$ cat config.mk
export PLATFORM = sky130hd
export DESIGN_NAME = sample_scheduler
export DESIGN_NICKNAME = d
export VERILOG_FILES = /design/src/rtl/sample_scheduler.sv
export SDC_FILE = /design/constraint.sdc
export NUM_CORES = 1
export LEC_CHECK = 0
export ABC_AREA = 1
export CORE_ASPECT_RATIO = 1.4
export CORE_MARGIN = 5
export CORE_UTILIZATION = 55
export CTS_BUF_LIST = sky130_fd_sc_hd__clkbuf_8
export DETAILED_ROUTE_END_ITERATION = 8
export MAX_ROUTING_LAYER = met4
export PLACE_DENSITY = 0.76
export SLEW_MARGIN = 30
export SYNTH_ARGS = -nofsm -noshare
export SYNTH_HDL_FRONTEND = slang
export SYNTH_SLANG_ARGS = --single-unit
export TNS_END_PERCENT = 1
$ cat constraint.sdc
create_clock -name clk -period 3.1 [get_ports clk]
set_input_delay 0.465 -clock clk [delete_from_list [all_inputs] [get_ports clk]]
set_output_delay 0.465 -clock clk [all_outputs]
set_load 0.03 [all_outputs]
$ cat src/rtl/sample_scheduler.sv
// sample_scheduler: paces stimulus writes and response reads at SAMPLE_FREQ
// derived from clk by a phase accumulator, with a programmable read latency.
// Ports: clk/rst_n; start/stop run control; num_samples, dut_latency latched
// on start; stim_valid/stim_ready stimulus handshake; write_en/read_en
// strobes; sample_idx, busy, done status; underrun/overrun sticky flags.
module sample_scheduler #(
  parameter int DUT_CLK_FREQ = 100_000_000,
  parameter int SAMPLE_FREQ  = 1_000_000,
  parameter int ACC_W        = 32,
  parameter int CNT_W        = 16,
  parameter int LAT_W        = 8
) (
  input  logic             clk,
  input  logic             rst_n,
  input  logic             start,
  input  logic             stop,
  input  logic [CNT_W-1:0] num_samples,
  input  logic [LAT_W-1:0] dut_latency,
  input  logic             stim_valid,
  output logic             stim_ready,
  output logic             write_en,
  output logic             read_en,
  output logic [CNT_W-1:0] sample_idx,
  output logic             busy,
  output logic             done,
  output logic             underrun,
  output logic             overrun
);

  if (SAMPLE_FREQ > DUT_CLK_FREQ) begin : g_rate_chk
    $error("SAMPLE_FREQ must not exceed DUT_CLK_FREQ");
  end

  if ((longint'(DUT_CLK_FREQ) + longint'(SAMPLE_FREQ))
      >= (longint'(1) << ACC_W)) begin : g_acc_chk
    $error("ACC_W too narrow for DUT_CLK_FREQ + SAMPLE_FREQ");
  end

  localparam int AW1 = ACC_W + 1;
  localparam logic [ACC_W:0] SF_C  = AW1'(SAMPLE_FREQ);
  localparam logic [ACC_W:0] DCF_C = AW1'(DUT_CLK_FREQ);

  typedef enum logic [2:0] {
    S_IDLE,
    S_ARMED,
    S_LAT,
    S_READ,
    S_DONE
  } state_t;

  state_t             state_q, state_d;
  logic [ACC_W-1:0]   acc_q, acc_d;
  logic [CNT_W-1:0]   idx_q, idx_d;
  logic [CNT_W-1:0]   ns_q, ns_d;
  logic [LAT_W-1:0]   lat_q, lat_d;
  logic [LAT_W-1:0]   cnt_q, cnt_d;
  logic               und_q, und_d;
  logic               ovr_q, ovr_d;

  logic [ACC_W:0]     sum;
  logic               tick;
  logic               run;
  logic               wr, rd, rdy, dn;

  assign sum  = {1'b0, acc_q} + SF_C;
  assign tick = (sum >= DCF_C);
  assign run  = (state_q == S_ARMED) ||
                (state_q == S_LAT)   ||
                (state_q == S_READ);

  always_comb begin
    state_d = state_q;
    acc_d   = acc_q;
    idx_d   = idx_q;
    ns_d    = ns_q;
    lat_d   = lat_q;
    cnt_d   = cnt_q;
    und_d   = und_q;
    ovr_d   = ovr_q;
    wr      = 1'b0;
    rd      = 1'b0;
    rdy     = 1'b0;
    dn      = 1'b0;

    if (run) begin
      acc_d = tick ? ACC_W'(sum - DCF_C) : ACC_W'(sum);
    end

    unique case (state_q)
      S_IDLE: begin
        if (start && !stop) begin
          ns_d  = num_samples;
          lat_d = dut_latency;
          acc_d = '0;
          if (num_samples != '0) begin
            idx_d   = '0;
            und_d   = 1'b0;
            ovr_d   = 1'b0;
            state_d = S_ARMED;
          end else begin
            state_d = S_DONE;
          end
        end
      end
      S_ARMED: begin
        if (stop) begin
          state_d = S_IDLE;
        end else if (tick) begin
          if (stim_valid) begin
            wr  = 1'b1;
            rdy = 1'b1;
            // LAT lasts dut_latency cycles; zero skips straight to READ
            if (lat_q == '0) begin
              state_d = S_READ;
            end else begin
              cnt_d   = lat_q - LAT_W'(1);
              state_d = S_LAT;
            end
          end else begin
            und_d = 1'b1;
          end
        end
      end
      S_LAT: begin
        if (stop) begin
          state_d = S_IDLE;
        end else begin
          if (tick) ovr_d = 1'b1;
          if (cnt_q == '0) begin
            state_d = S_READ;
          end else begin
            cnt_d = cnt_q - LAT_W'(1);
          end
        end
      end
      S_READ: begin
        if (stop) begin
          state_d = S_IDLE;
        end else begin
          rd = 1'b1;
          if (tick) ovr_d = 1'b1;
          if (idx_q == ns_q - CNT_W'(1)) begin
            state_d = S_DONE;
          end else begin
            idx_d   = idx_q + CNT_W'(1);
            state_d = S_ARMED;
          end
        end
      end
      S_DONE: begin
        dn      = 1'b1;
        state_d = S_IDLE;
      end
      default: state_d = S_IDLE;
    endcase
  end

  always_ff @(posedge clk or negedge rst_n) begin
    if (!rst_n) begin
      state_q <= S_IDLE;
      acc_q   <= '0;
      idx_q   <= '0;
      ns_q    <= '0;
      lat_q   <= '0;
      cnt_q   <= '0;
      und_q   <= 1'b0;
      ovr_q   <= 1'b0;
    end else begin
      state_q <= state_d;
      acc_q   <= acc_d;
      idx_q   <= idx_d;
      ns_q    <= ns_d;
      lat_q   <= lat_d;
      cnt_q   <= cnt_d;
      und_q   <= und_d;
      ovr_q   <= ovr_d;
    end
  end

  assign stim_ready = rdy;
  assign write_en   = wr;
  assign read_en    = rd;
  assign sample_idx = idx_q;
  assign busy       = run;
  assign done       = dn;
  assign underrun   = und_q;
  assign overrun    = ovr_q;

endmodule
==> impl_metrics.csv <==
group,metric,value,unit
clocking,clock_latency,0.37,ns
sta,hold_viol_final,0,
setup_path,critPathMaxStageDelay,0.44,ns
placement,numPortBuffers,51,
clocking,cts_tree,"built",
route,vias_per_cell,5.53,
sta,rsz0062_at_grt,"true",
synth,postSynthAreaPerCell,6.35,um^2
clocking,clk_pin_slew,0.10,ns
die,design.core.area,0.0114,mm^2
sta,layout_setup_ws,-0.0361,ns
sta,timing.final.crit_share,101,%
setup_path,cp.required,2.63,ns
setup_path,worst_setup_path_end_kind,"output pin",
layout,insertedDiodeCount,0,
clocking,ctsHoldBuffers,0,
placement,placed_cells_incl_taps,1199,
global_route,first_global_vias,6554,
synth,synth-edff-count,0,
clocking,cts_buffers,9,
setup_path,crit_fanout,3,
sta,drv_slew,0,
run,maxCapViolations,0,
global_route,gr-total-overflow,0,
synth,ys_types,38,
route,wl,19.3,mm
route,ant_nets,0,
clocking,root_buffer,"clkbuf_8",
run_status,status,"finished, violations left",
setup_path,crit_slowest_cell,"dfrtp_1",
min_path,hp-class,"input port to asynchronous set/reset pin",
synth,yosys.area.top_type,"dfrtp_1",
global_route,antenna_found_initial,0,
sta,fmax,319,MHz
global_route,grt_max_degree,80,
route,drt_iter0_drc,340,
placement,hpwlAfterDp,13.7,mm
sta,worst_pin_slew,0.743,ns
setup_path,reg2reg_to,"cnt_q[1]",
sta,max_slew_margin,50.4,%
route,drc,0,
sta,tns,-0.0717,ns
synth,synth_ff_type,"dfrtp_1",
die,dieArea,0.0140,mm^2
clocking,clock_sinks,79,
sta,fin_hold_ws,0.118,ns
die,row_count,46,
synth,synth_area_leaders,"dfrtp_1 31%, nand2_1 19%, nand3_1 6.8%",
layout,synthToLayoutAreaGrowth,24.8,%
setup_path,reg2reg_from,"acc_q[17]",
run_status,violations,"setup timing",
die,io_pins,52,
layout,finish.utilization,70.4,%
setup_path,cp_cell_sequence,"buf_4 > nor2_2 > nand2_2 > o21ai_0 > nand3_1 > nand2_2 > nand3_2 > clkinv_1 > nand2_1 > nor2_2 > nand3_2 > nand3_4 > nand2_4 > nor2_4 > buf_6",
synth,synthArstFlopShare,100,%
sta,fin_worst_skew,0.0139,ns
setup_path,path_delay_family,"simple AND/OR/NAND/NOR gates",
placement,gp_congestion,0.972,
synth,ys_seq_elements,79,
setup_path,criticalPathCategory,"flip-flop to output pin",
synth,yosys_warnings,0,
setup_path,rrSetupSlack,0.25,ns
setup_path,worstPathArrival,2.67,ns
setup_path,start_kind,"flip-flop",
synth,synth_top_area_share,30.7,%
power,p_per_area,1040,mW/mm^2
die,start_util,56.4,%
synth,syn_nets,1049,
sta,period_minus_slack,3.14,ns
power,ir_worst_vdd,0.484,mV
layout,layout.cells.non_filler,1255,
route,first_pass_iters,8,
layout,drive_gt1_share,19.3,%
synth,netlist_area,0.00643,mm^2
sta,setup_violations,2,
clocking,cts.path.max_buffers,2,
setup_path,path_buf_inv,3,
synth,ys_seq_area_share,30.7,%
global_route,grt_pass1_wl,30.7,mm
die,die_h,138,um
synth,synthCells,1013,
route,vias,6937,
die,die_w,101,um
clocking,htree_levels,3,
power,p_leak,0.00379,uW
placement,pre_cts_slack,0.105,ns
layout,num-nets-final,1142,
global_route,track_usage,28.6,%
route,wl_per_cell,15.4,um
setup_path,reg2reg_depth,17,
[layout by cell type, fill, tap and decap left out, types with 12 or more instances in the layout]
cell	Yosys	routed
nand4_1	27	27
or2_2	19	19
nor2_4	2	14
nor2_1	104	85
dfrtp_1	79	71
o21ai_1	12	12
clkdlybuf4s50_1	0	48
nand2_2	16	27
a21oi_1	36	36
nand2_1	327	302
nor2_2	10	17
nand3_1	88	82
xnor2_1	16	15
buf_4	3	54
xor2_1	30	30
nor3_1	13	13
inv_2	10	14
nand2_4	1	15
o21ai_0	55	55
inv_1	100	94
[layer usage]
layer / global-route usage (%) / vias up / wire length, um
met5: - / - / 0
met4: 15.9 / 0 / 1130
met3: 3.22 / 89 / 948
met2: 50.1 / 231 / 10100
met1: 31.1 / 3182 / 7150
li1: - / 3435 / -
[worst max-delay path by stage]
stage              start    endpoint  depth (start not counted)
5_1_grt        acc_q[17]  stim_ready                         17
2_1_floorplan   acc_q[6]    write_en                         19
3_5_place_dp    acc_q[7]    write_en                         18
6_report       acc_q[17]    write_en                         15
4_1_cts         acc_q[6]    write_en                         18
3_3_place_gp    acc_q[7]  stim_ready                         18
[synth_stat cells (6+ instances only)]
library cell,number
a21oi_1,36
clkbuf_1,18
dfrtp_1,79
ha_1,7
inv_1,100
inv_2,10
nand2_1,327
nand2_2,16
nand3_1,88
nand3_2,6
nand4_1,27
nor2_1,104
nor2_2,10
nor3_1,13
nor4_1,9
o21ai_0,55
o21ai_1,12
or2_2,19
xnor2_1,16
xor2_1,30
[cell families after synthesis]
logic type | after synthesis | share of synthesized area, %
and+or+nand+nor | 633 | 44.1
adders and majority gates | 7 | 1.36
AOI/OAI and AO/OA | 106 | 8.40
muxes | 3 | 0.467
xor gates and xnor gates | 46 | 6.26
DFF | 79 | 30.7
buffers and inverters | 139 | 8.70
[worst register-to-register path, cell delays in order, from the launching register on]
cell	delay, ns
dfrtp_1	0.44
buf_4	0.17
nor2_2	0.16
nand2_2	0.09
o21ai_0	0.19
nand3_1	0.14
nand2_2	0.12
nand3_2	0.10
clkinv_1	0.09
nand2_1	0.11
nor2_2	0.12
nand3_2	0.12
buf_4	0.15
buf_4	0.17
nand4_2	0.19
nand2_2	0.20
nand2_1	0.11
o21ai_1	0.07
[metrics by stage]
step                      instance area (um^2)  power [uW]
after floorplan                           6440        5320
after global placement                    7130        6400
after detailed placement                  7140        6490
after CTS                                 7590        7680
after global routing                      8030        9040
final                                     8030        8320
[report_power, final]
group | switching (uW) | total, uW | internal, uW
registers | 477 | 1930 | 1450
clock network | 445 | 907 | 462
logic | 3390 | 5480 | 2100
[state kept, by name, summed over array words and instances (netlist names)]
signal / flops
cnt_q: 8
sample_idx: 16
lat_q: 8
overrun: 1
underrun: 1
acc_q: 26
state_q: 3
ns_q: 16
[area by class of cell]
cell class,instances,area (um^2)
Clock buffer,9,124
Clock inverter,7,101
Fill cell,999,3370
Inverter,111,422
Multi-Input combinational cell,796,4250
Sequential cell,79,1990
Tap cell,144,180
Timing Repair Buffer,109,965
[timing repair]
action | in CTS | in global routing
gates cloned | 1 | 0
gates resized for setup | 31 | 72
endpoints found under the setup margin | 2 | 10
setup buffers | 16 | 23
pin swaps | 20 | 36
Note: power is estimated with default switching activity, not from simulation.
